### config.mk
export PLATFORM = sky130hd
export DESIGN_NAME = decode_stage
export DESIGN_NICKNAME = d
export VERILOG_FILES = /design/src/rtl/decode_pkg.sv /design/src/rtl/decode_stage_reg_file.sv /design/src/rtl/decode_stage.sv
export SDC_FILE = /design/constraint.sdc
export NUM_CORES = 1
export LEC_CHECK = 0
export CORE_MARGIN = 1.5
export CORE_UTILIZATION = 46
export DETAILED_ROUTE_END_ITERATION = 12
export PLACE_DENSITY_LB_ADDON = 0.1
export SLEW_MARGIN = 30
export SYNTH_ARGS = -nofsm -noshare
export SYNTH_HDL_FRONTEND = slang
export SYNTH_SLANG_ARGS = --single-unit
### constraint.sdc
create_clock -name clk -period 1.95 [get_ports clk]
set_clock_uncertainty 0.2 [all_clocks]
set_input_delay 0.39 -clock clk [delete_from_list [all_inputs] [get_ports clk]]
set_output_delay 0.39 -clock clk [all_outputs]
set_load 0.03 [all_outputs]
### src/rtl/decode_pkg.sv
// Shared decode definitions: opcodes, ALU modes, register-address width and the opcode decoder.
package decode_pkg;

  localparam int REG_AW = 2;
  localparam int DATA_W = 8;
  localparam int NUM_REGS = 1 << REG_AW;

  typedef enum logic [3:0] {
    OP_NOP  = 4'd0,
    OP_ADD  = 4'd4,
    OP_SUB  = 4'd5,
    OP_NAND = 4'd8,
    OP_SHL  = 4'd9,
    OP_SHR  = 4'd10,
    OP_IN   = 4'd11,
    OP_MOV  = 4'd13
  } opcode_e;

  typedef enum logic [2:0] {
    MODE_PASS = 3'd0,
    MODE_ADD  = 3'd1,
    MODE_SUB  = 3'd2,
    MODE_NAND = 3'd3,
    MODE_SHL  = 3'd4,
    MODE_SHR  = 3'd5
  } alu_mode_e;

  typedef struct packed {
    alu_mode_e mode;
    logic      use_a;
    logic      use_b;
    logic      wr;
    logic      illegal;
  } dec_t;

  // Undefined opcodes fall out as a NOP with the illegal bit raised.
  function automatic dec_t decode_op(input logic [3:0] op);
    dec_t d;
    d.mode    = MODE_PASS;
    d.use_a   = 1'b0;
    d.use_b   = 1'b0;
    d.wr      = 1'b1;
    d.illegal = 1'b0;
    case (op)
      OP_NOP:  d.wr = 1'b0;
      OP_ADD:  begin d.mode = MODE_ADD;  d.use_a = 1'b1; d.use_b = 1'b1; end
      OP_SUB:  begin d.mode = MODE_SUB;  d.use_a = 1'b1; d.use_b = 1'b1; end
      OP_NAND: begin d.mode = MODE_NAND; d.use_a = 1'b1; d.use_b = 1'b1; end
      OP_SHL:  begin d.mode = MODE_SHL;  d.use_a = 1'b1; end
      OP_SHR:  begin d.mode = MODE_SHR;  d.use_a = 1'b1; end
      OP_IN:   ;
      OP_MOV:  d.use_b = 1'b1;
      default: begin d.wr = 1'b0; d.illegal = 1'b1; end
    endcase
    return d;
  endfunction

endpackage

### src/rtl/decode_stage_reg_file.sv
// 4x8 register file, one write port, two combinational read ports with write-through.
// Writes land at the rising edge; a read of the address being written returns the write data.
module reg_file
  import decode_pkg::*;
(
  input  logic              clk,
  input  logic              rst,
  input  logic              wr_en,
  input  logic [REG_AW-1:0] wr_addr,
  input  logic [DATA_W-1:0] wr_data,
  input  logic [REG_AW-1:0] rd_addr_a,
  output logic [DATA_W-1:0] rd_data_a,
  input  logic [REG_AW-1:0] rd_addr_b,
  output logic [DATA_W-1:0] rd_data_b
);

  logic [DATA_W-1:0] mem [NUM_REGS];

  always_ff @(posedge clk or posedge rst) begin
    if (rst) begin
      for (int i = 0; i < NUM_REGS; i++) mem[i] <= '0;
    end else if (wr_en) begin
      mem[wr_addr] <= wr_data;
    end
  end

  assign rd_data_a = (wr_en && wr_addr == rd_addr_a) ? wr_data : mem[rd_addr_a];
  assign rd_data_b = (wr_en && wr_addr == rd_addr_b) ? wr_data : mem[rd_addr_b];

endmodule

### src/rtl/decode_stage.sv
// Instruction decode stage: register read, hazard check against execute, registered ID/EX operands.
// Build option DECODE_FORWARDING_EN: forward ex_result to hazard sources instead of stalling.
module decode_stage
  import decode_pkg::*;
(
  input  logic       clk,
  input  logic       rst,
  input  logic [7:0] instr,
  input  logic       instr_valid,
  output logic       instr_ready,
  input  logic       stall,
  input  logic       flush,
  input  logic [7:0] in_port,
  input  logic       wb_en,
  input  logic [1:0] wb_addr,
  input  logic [7:0] wb_data,
  input  logic       ex_wr,
  input  logic [1:0] ex_dest,
  input  logic [7:0] ex_result,
  output logic [7:0] in1,
  output logic [7:0] in2,
  output logic [2:0] alu_mode,
  output logic [1:0] dest,
  output logic       wr_en,
  output logic       valid,
  output logic       illegal_op
);

  logic [3:0] op;
  logic [1:0] ra;
  logic [1:0] rb;
  dec_t       dec;
  logic [7:0] rf_a;
  logic [7:0] rf_b;
  logic [7:0] opa;
  logic [7:0] opb;
  logic       haz_a;
  logic       haz_b;
  logic       hazard_stall;
  logic       accept;
  logic [7:0] nx_in1;
  logic [7:0] nx_in2;

  assign op  = instr[7:4];
  assign ra  = instr[3:2];
  assign rb  = instr[1:0];
  assign dec = decode_op(op);

  reg_file u_reg_file (
    .clk       (clk),
    .rst       (rst),
    .wr_en     (wb_en),
    .wr_addr   (wb_addr),
    .wr_data   (wb_data),
    .rd_addr_a (ra),
    .rd_data_a (rf_a),
    .rd_addr_b (rb),
    .rd_data_b (rf_b)
  );

  assign haz_a = ex_wr & dec.use_a & (ex_dest == ra);
  assign haz_b = ex_wr & dec.use_b & (ex_dest == rb);

  // Forwarded operands are harmless without forwarding: a hazard then loads a bubble instead.
  assign opa = haz_a ? ex_result : rf_a;
  assign opb = haz_b ? ex_result : rf_b;

`ifdef DECODE_FORWARDING_EN
  assign hazard_stall = 1'b0;
`else
  assign hazard_stall = instr_valid & (haz_a | haz_b);
`endif

  assign instr_ready = !stall && !hazard_stall;
  assign accept      = instr_valid && instr_ready;

  always_comb begin
    nx_in1 = '0;
    nx_in2 = '0;
    case (op)
      OP_ADD, OP_SUB, OP_NAND: begin
        nx_in1 = opa;
        nx_in2 = opb;
      end
      OP_SHL, OP_SHR: begin
        nx_in1 = opa;
        nx_in2 = {6'b0, rb};
      end
      OP_MOV:  nx_in2 = opb;
      OP_IN:   nx_in2 = in_port;
      default: ;
    endcase
  end

  always_ff @(posedge clk or posedge rst) begin
    if (rst) begin
      in1        <= '0;
      in2        <= '0;
      alu_mode   <= '0;
      dest       <= '0;
      wr_en      <= 1'b0;
      valid      <= 1'b0;
      illegal_op <= 1'b0;
    end else begin
      if (accept && dec.illegal) illegal_op <= 1'b1;
      if (flush || (!stall && !accept)) begin
        in1      <= '0;
        in2      <= '0;
        alu_mode <= '0;
        dest     <= '0;
        wr_en    <= 1'b0;
        valid    <= 1'b0;
      end else if (!stall) begin
        in1      <= nx_in1;
        in2      <= nx_in2;
        alu_mode <= dec.mode;
        dest     <= ra;
        wr_en    <= dec.wr;
        valid    <= 1'b1;
      end
    end
  end

endmodule

==> summary.md, run 1 <==
| Metric | Value |
|---|---|
| Status | finished, violations left |
| Failing checks | setup timing |
| Setup violations, final | 1 |
| Fillers | 523 |
| Diodes inserted | 0 |
| CP Max Fanout | 3 |
| Fmax | 0.510 GHz |
| Max Slew Vio Count | 0 |
| Multi-input gate area | 1770 um2 |
| Top sig layer | met4 |
| Worst path cell trace | buf_6 -> buf_6 -> xor2_4 -> a2bb2oi_4 -> nand2b_4 -> nand2_4 -> a21oi_4 -> buf_6 |
| Register area share after synthesis | 44.0% |
| Final hold vios | 0 |
| Synth warn | 0 |
| Root Driver | clkbuf_8 |
| Asr flop ratio synth | 100% |
| Vias | 2449 |
| Worst Max-Slew Pin Slew | 0.371 ns |
| DRC violations left | 0 |
| Die height | 86.2 um |
| Unique masters post-synth | 45 |
| Placement Cell Area | 4280 um2 |
| Row count | 30 |
| H-tree depth | 2 |
| Vias in the first global route | 2502 |
| M1 wire length | 3730 um |
| CP required | 1.36 ns |
| Syn Std Cell Area | 3190 um2 |
| Clock network power share | 22.1% |
| Rel. slew slack | 75.2% |
| Area leader, netlist | dfrtp_1 |
| Dpl ws | -0.592 ns |
| TritonCTS Buffers | 5 |
| CTS clk-pin slew, worst paths | 0.10 ns |
| Maximum vdd drop | 0.527 mV |
| Comb pwr share | 29.6% |
| Number of synthesized flops with an enable pin | 0 |
| Share of layout cells above drive strength 1 | 41.5% |
| Starting Density | 47.1% |
| Die W | 86.2 um |
| DP HPWL | 5870 um |
| P_sw | 829 uW |
| Top-count cell post-synth | dfrtp_1 |
| Drt via density | 5.71 |
| Sequential Area | 1400 um2 |
| DP Cell Count | 410 |
| Clock sinks | 56 |
| Final Cell Area | 4550 um2 |
| Final worst path period share | 101% |
| Starting DRC count in detailed routing | 119 |
| Static Leak | 0.00229 uW |
| Setup TNS | -0.0116 ns |
| I/O Buffers | 61 |
| Syn Inst Count | 241 |
| Hold_ws | 0.285 ns |
| Cell Pwr Density | 639 nW/um2 |
| Clk Latency, worst-skew pair | 0.30 ns |
| Critical path's slowest cell | nand2b_4 |
| Top post-synthesis cells by area | dfrtp_1, mux2_2, mux4_2 |
| Nature of the critical path startpoint | input pin |
| Switching part of the total power | 28.6% |
| RSZ-0062 raised after global routing | true |
| Final min period | 1.96 ns |
| WP data arrival | 1.37 ns |
| Ports | 68 |
| Maximum clock path buffer count | 2 |
| Initial antenna violation count | 0 |
| Top FF cell, synth | dfrtp_1 |
| Total GRT Usage | 23.1% |
| Worst Hold Class | in -> async |
| Area delta synth->final | 42.7% |
| Avg Inst Size Synth | 13.2 um2 |
| Crit path largest cell delay | 0.16 ns |
| Top cells by count, synth | dfrtp_1, mux2_2, nand2_1 |
| 1st-pass router iterations | 4 |
| Total gr overflow | 0 |
| Die footprint | 7430 um2 |
| Nets@finish | 391 |
| Cell mode on critical path | buf_6 |
| Internal power | 2070 uW |
| Post-Route WL | 8140 um |
| Flop pwr share | 48.3% |
| Post-CTS Hold Buffers | 0 |
| Top cell type's share of synthesized area | 44.0% |
| Setup CP Type | in -> out |
| First-pass GRT wire length | 13200 um |
| Routability cong. | 0.798 |
| Met2 Wirelength | 4160 um |
| Synth Net Count | 284 |
| Antenna viol nets, final | 0 |
| Final WS setup | -0.0116 ns |
| Largest net degree at the start of global routing | 57 |
| CTS tree | built |
| CP endpoint kind | output port |
| Routed wire length per instance | 19.0 um |
| Yosys reg bits | 56 |
| WL met3 | 205 um |
| Fin cells | 429 |
| Max cap viols | 0 |
| Core area | 6760 um2 |
## stage by stage
| stage | util (%) | total power, uW |
|---|---|---|
| floorplan | - | 1910 |
| global placement | 63.3 | 2220 |
| detailed placement | 63.3 | 2250 |
| CTS | 66.6 | 2920 |
| global route | 67.3 | 3060 |
| finish | 67.3 | 2900 |
## kinds of logic after synthesis
logic type      count (synthesis)  share of synthesized area [%]
flops                          56                           44.0
xor+xnor                       10                           2.75
mux                            67                           29.9
compound gates                 38                           9.27
buf+inv                        19                           3.93
simple gates                   51                           10.2
## metal layers
metal,vias to the layer above,track usage [%]
met5,-,0
met4,0,4.11
met3,8,2.86
met2,48,39.8
met1,1267,32.0
li1,1126,-
## cells in the final DEF, fill, tap and decap left out, drive strengths merged
master | Yosys | final
or3 | 1 | 1
a221oi | 2 | 2
o2111ai | 1 | 1
dlygate4sd2 | 0 | 12
mux4 | 16 | 16
inv | 3 | 3
a22o | 17 | 17
nand2 | 18 | 18
clkinvlp | 0 | 1
xnor2 | 8 | 8
o21bai | 1 | 1
nand3b | 3 | 3
nor2 | 5 | 5
dlymetal6s2s | 0 | 15
clkinv | 0 | 1
nor4b | 1 | 1
a21oi | 2 | 2
and3 | 5 | 5
and2b | 1 | 1
o21ai | 9 | 9
mux2 | 37 | 37
buf | 12 | 60
nand3 | 5 | 5
nor3b | 3 | 3
clkdlybuf4s15 | 0 | 1
a2bb2oi | 1 | 1
nand2b | 3 | 3
nor2b | 5 | 5
clkdlybuf4s50 | 0 | 23
a22oi | 2 | 2
a32o | 2 | 2
nor3 | 1 | 1
a21o | 1 | 1
clkbuf | 4 | 11
dfrtp | 56 | 56
xor2 | 2 | 2
mux2i | 14 | 14
## layout make-up
cell class,instances,share of cell area [%]
clock inverter,2,0.303
clock buffer,6,1.60
sequential,56,30.8
inverter,3,0.330
timing repair buffer,116,25.8
multi-input combinational,166,39.0
tap,80,2.20
## worst max-delay path: cells and delay by family
family | cells | cell delay, ns
xor+xnor | 1 | 0.15
simple gates | 2 | 0.22
buf+inv | 3 | 0.35
compound gates | 2 | 0.25
## path summary, 6_finish.rpt
kind,startpoint,endpoint,slack (ns),cells after the start
worst min-delay path,rst,in2[4]$_DFFE_PP0P_,0.28,3
worst min register to register,illegal_op$_DFFE_PP0P_,illegal_op$_DFFE_PP0P_,0.29,1
worst max register to register,u_reg_file.mem[25]$_DFFE_PP0P_,in2[1]$_DFFE_PP0P_,0.15,4
min in group clk,illegal_op$_DFFE_PP0P_,illegal_op$_DFFE_PP0P_,0.29,1
max in group asynchronous,rst,u_reg_file.mem[23]$_DFFE_PP0P_,0.97,3
worst max-delay path,instr[7],instr_ready,-0.01,8
## flip-flops by register name, indices dropped and copies added (netlist names)
| register | count |
|---|---|
| alu_mode | 3 |
| wr_en | 1 |
| illegal_op | 1 |
| in1 | 8 |
| u_reg_file.mem | 32 |
| dest | 2 |
| valid | 1 |
| in2 | 8 |
## power by group through the flow
stage	Sequential (uW)	Clock [uW]	Combinational [uW]
2_1_floorplan	1410	0	502
3_3_place_gp	1410	0	805
3_5_place_dp	1420	0	823
4_1_cts	1400	668	856
5_1_grt	1420	715	920
6_report	1400	641	858
## timing repair
action                                  4_1_cts  5_1_grt
gates resized for setup                      58       25
endpoints found under the setup margin       30       25
pin swaps                                     7        6
buffers inserted                              9        2
(Power assumes the default switching activity.)
==> run 2: changes to the inputs <==
Settings changed: PLACE_DENSITY set to 0.76, PLACE_DENSITY_LB_ADDON 0.1 to not set.
==> summary.md, run 2 (synthesized netlist as in run 1, its figures left out) <==
| Metric | Value |
|---|---|
| Worst Max-Slew Pin Slew | 0.333 ns |
| Maximum vdd drop | 0.384 mV |
| Status | finished, violations left |
| Total GRT Usage | 23.7% |
| Largest registers | u_reg_file.mem (32), in1 (8), in2 (8) |
| RSZ-0062 raised after global routing | true |
| Clk Latency, worst-skew pair | 0.31 ns |
| Family with the most delay on the worst path | buffers and inverters |
| Routed wire length per instance | 19.1 um |
| CTS tree | built |
| CP required | 1.36 ns |
| Worst path buffer plus inverter count | 2 |
| Worst Hold Class | in -> async |
| Die footprint | 7430 um2 |
| Final hold vios | 0 |
| Setup CP Type | in -> out |
| Biggest register | u_reg_file.mem |
| Vias | 2443 |
| First-pass GRT wire length | 13300 um |
| Nature of the critical path startpoint | input pin |
| Post-CTS Hold Buffers | 0 |
| Share of layout cells above drive strength 1 | 40.8% |
| Ports | 68 |
| Final WS setup | -0.0198 ns |
| Drt via density | 5.73 |
| Antenna viol nets, final | 0 |
| Setup TNS | -0.0198 ns |
| Post-Route WL | 8150 um |
| Vias in the first global route | 2614 |
| Final min period | 1.97 ns |
| CP Max Fanout | 2 |
| Critical path's slowest cell | clkdlybuf4s15_1 |
| Row count | 30 |
| Maximum clock path buffer count | 2 |
| Setup violations, final | 1 |
| TritonCTS Buffers | 5 |
| Nets@finish | 389 |
| Diodes inserted | 0 |
| Cell Pwr Density | 645 nW/um2 |
| Die height | 86.2 um |
| Starting DRC count in detailed routing | 118 |
| Largest net degree at the start of global routing | 57 |
| Final Util | 65.8% |
| CTS clk-pin slew, worst paths | 0.10 ns |
| Starting Density | 47.1% |
| Number of flip-flops in the largest register | 32 |
| 1st-pass router iterations | 4 |
| Rel. slew slack | 77.8% |
| I/O Buffers | 61 |
| Failing checks | setup timing |
| Root Driver | clkbuf_8 |
| Die W | 86.2 um |
| Max Slew Vio Count | 0 |
| Final worst path period share | 101% |
| Fmax | 0.508 GHz |
| Dpl ws | -0.567 ns |
| Most common cell after layout, fill and taps aside | dfrtp_1 |
| WP data arrival | 1.38 ns |
| Worst path cell trace | clkdlybuf4s15_1 -> xnor2_1 -> and3_4 -> nand2b_4 -> nand2_4 -> a21oi_4 -> buf_6 |
| Static Leak | 0.00222 uW |
| Routability cong. | 0.787 |
| Initial antenna violation count | 0 |
| Total gr overflow | 0 |
| Most frequent cells in the layout | dfrtp_1, buf_4, mux2_2 |
| Core area | 6760 um2 |
| Crit path largest cell delay | 0.24 ns |
| H-tree depth | 2 |
| Area delta synth->final | 39.6% |
| Clock sinks | 56 |
| Max cap viols | 0 |
| CP endpoint kind | output port |
| DRC violations left | 0 |
| DP HPWL | 6030 um |
==> run 2: changes by cell type in the layout (fill, tap and decap cells not counted), sizes merged <==
cell           before  now
clkdlybuf4s15       1    3
dlygate4sd2        12   14
inv                 3    2
clkinvlp            1    2
dlymetal6s2s       15   13
buf                60   59
clkbuf             11    7
==> run 2: layout make-up <==
| type | instances | area (um2) |
|---|---|---|
| Clock buffer | 5 | 68.8 |
| Clock inverter | 2 | 12.5 |
| Fill cell | 512 | 2310 |
| Inverter | 3 | 15.0 |
| Multi-Input combinational cell | 166 | 1760 |
| Sequential cell | 56 | 1400 |
| Tap cell | 80 | 100 |
| Timing Repair Buffer | 114 | 1090 |
==> run 2: metal layers <==
layer	part of all wire [%]	wire length (um)	global-route usage, %	vias up
met5	0	0	0	-
met4	1.8	143	7.04	0
met3	7.2	584	5.62	15
met2	50	4080	40.4	90
met1	41	3340	30.4	1218
li1	-	-	-	1120
==> run 2: through the flow <==
| stage | area, um2 | power [uW] | cells | hold slack [ns] |
|---|---|---|---|---|
| global placement | 4250 | 2210 | 413 | 0.261 |
| global route | 4450 | 3010 | 426 | 0.294 |
| finish | 4450 | 2870 | 426 | 0.280 |
| detailed placement | 4250 | 2240 | 413 | 0.261 |
| CTS | 4390 | 2880 | 425 | 0.257 |
| floorplan | 3240 | 1910 | 241 | 0.270 |
==> run 2: worst paths after layout <==
check	startpoint	to	slack, ns	cells after the start
worst max-delay path	ex_dest[0]	instr_ready	-0.02	7
worst min-delay path	rst	in2[7]$_DFFE_PP0P_	0.28	3
worst max register to register	u_reg_file.mem[0]$_DFFE_PP0P_	in2[0]$_DFFE_PP0P_	0.14	4
worst min register to register	illegal_op$_DFFE_PP0P_	illegal_op$_DFFE_PP0P_	0.28	1
max in group asynchronous	rst	u_reg_file.mem[9]$_DFFE_PP0P_	1.01	3
min in group clk	illegal_op$_DFFE_PP0P_	illegal_op$_DFFE_PP0P_	0.28	1
==> run 2: repair_timing <==
action | in CTS | in global routing
pin swaps | 7 | 4
buffers inserted | 5 | 1
setup endpoints to repair | 34 | 15
resized for setup | 64 | 18
==> run 2: worst register-to-register path, delay by kind of cell (launching register included) <==
| kind | cells | cell delay, ns |
|---|---|---|
| multiplexers | 2 | 0.72 |
| flip-flops | 1 | 0.40 |
| AO/OA/AOI/OAI | 2 | 0.37 |
==> run 2: report_power, final <==
group,switching (uW),internal [uW],leakage (uW)
combinational,333,495,0.00148
sequential,110,1300,0.000706
clock,383,245,0.0000400
==> run 3: changes to the inputs <==
Settings changed: CORE_UTILIZATION 46 to 45, PLACE_DENSITY 0.76 to 0.75.
==> summary.md, run 3 (synthesized netlist as in run 1, its figures left out) <==
| Metric | Value |
|---|---|
| Vias | 2409 |
| CP required | 1.36 ns |
| Most common cell after layout, fill and taps aside | dfrtp_1 |
| DP HPWL | 5660 um |
| Starting Density | 46.6% |
| Max cap viols | 0 |
| RSZ-0062 raised after global routing | true |
| Initial antenna violation count | 0 |
| Area delta synth->final | 40.7% |
| Die footprint | 7590 um2 |
| CP Max Fanout | 3 |
| Setup CP Type | in -> out |
| Clock sinks | 56 |
| I/O Buffers | 61 |
| Antenna viol nets, final | 0 |
| Worst Hold Class | in -> async |
| Total gr overflow | 0 |
| Final Util | 65.6% |
| Total GRT Usage | 21.5% |
| Maximum vdd drop | 0.476 mV |
| Share of layout cells above drive strength 1 | 40.6% |
| Cell Pwr Density | 643 nW/um2 |
| Fillers | 529 |
| First-pass GRT wire length | 12500 um |
| DP Cell Count | 424 |
| Root Driver | clkbuf_8 |
| Ports | 68 |
| Number of flip-flops in the largest register | 32 |
| TritonCTS Buffers | 5 |
| Final min period | 1.99 ns |
| Row count | 30 |
| Nature of the critical path startpoint | input pin |
| R2R cell count | 4 |
| Largest net degree at the start of global routing | 57 |
| Diodes inserted | 0 |
| DRC violations left | 0 |
| Die W | 87.1 um |
| Status | finished, violations left |
| Die height | 87.1 um |
| Starting DRC count in detailed routing | 153 |
| H-tree depth | 2 |
| Maximum clock path buffer count | 2 |
| CTS clk-pin slew, worst paths | 0.11 ns |
| Routed wire length per instance | 17.5 um |
| Static Leak | 0.00217 uW |
| Routability cong. | 0.868 |
| Fin cells | 443 |
| Most frequent cells in the layout | dfrtp_1, buf_4, mux2_2 |
| Nets@finish | 389 |
| WP data arrival | 1.40 ns |
| Setup violations, final | 1 |
| Vias in the first global route | 2533 |
| Max Slew Vio Count | 0 |
| Final worst path period share | 102% |
| Core area | 6830 um2 |
| Largest registers | u_reg_file.mem (32), in1 (8), in2 (8) |
| Worst Max-Slew Pin Slew | 0.384 ns |
| Sequential Area | 1400 um2 |
| Rel. slew slack | 74.4% |
| Clk Latency, worst-skew pair | 0.31 ns |
| Post-CTS Hold Buffers | 0 |
| CP endpoint kind | output port |
| Failing checks | setup timing |
| CTS tree | built |
| FF-to-FF setup slack | 0.16 ns |
| 1st-pass router iterations | 4 |
| Fmax | 0.502 GHz |
| Multi-input gate area | 1750 um2 |
| FF-to-FF End | in2[0]$_DFFE_PP0P_ |
| Post-Route WL | 7760 um |
| Worst R2R Start | u_reg_file.mem[0]$_DFFE_PP0P_ |
| Final WS setup | -0.0402 ns |
| Drt via density | 5.44 |
| Biggest register | u_reg_file.mem |
| Final hold vios | 0 |
run 3: stage by stage:
stage | total power (uW) | TNS (ns) | setup slack, ns | area, um2 | hold slack (ns)
final | 2880 | -0.0402 | -0.0402 | 4480 | 0.277
after global routing | 3020 | -0.0834 | -0.0834 | 4480 | 0.296
after CTS | 2890 | -0.0621 | -0.0621 | 4430 | 0.294
after detailed placement | 2230 | -13.98 | -0.642 | 4250 | 0.265
after global placement | 2190 | -12.88 | -0.558 | 4250 | 0.258
after floorplan | 1910 | -0.0111 | -0.0111 | 3240 | 0.270
run 3: worst max-delay path by stage:
stage / start / endpoint / depth (start not counted)
3_5_place_dp: instr[0] / in2[1]$_DFFE_PP0P_ / 7
5_1_grt: instr[1] / instr_ready / 8
3_3_place_gp: instr[0] / in2[1]$_DFFE_PP0P_ / 7
2_1_floorplan: instr[5] / instr_ready / 7
6_report: instr[7] / instr_ready / 8
4_1_cts: instr[7] / instr_ready / 8
run 3: power breakdown:
part	internal (uW)	switching [uW]	leakage (uW)
sequential	1300	101	0.000706
clock	256	390	0.0000445
combinational	499	333	0.00142
run 3: critical path, cell delays in order:
cell,delay [ns]
buf_6,0.10
buf_6,0.12
xor2_2,0.18
a2bb2oi_4,0.15
nand2b_4,0.16
nand2_4,0.05
a21oi_4,0.12
buf_6,0.14
run 3: cell type report:
type,instances,area share (%)
multi-input combinational,166,39.0
sequential,56,31.3
timing repair buffer,114,24.7
tap,96,2.68
clock buffer,5,1.54
clock inverter,3,0.475
inverter,3,0.335
run 3: timing repair:
| action | CTS | global route |
|---|---|---|
| endpoints found under the hold margin | 0 | 0 |
| buffers inserted | 10 | 1 |
| gates resized for setup | 59 | 18 |
| setup endpoints to repair | 39 | 10 |
| pin swaps | 7 | 5 |
run 3: per-layer routing:
layer / track usage (%) / vias to the layer above / share of wire [%]
li1: - / 1119 / -
met1: 29.0 / 1218 / 44
met2: 36.9 / 68 / 50
met3: 3.32 / 4 / 4.9
met4: 4.62 / 0 / 0.49
met5: 0 / - / 0
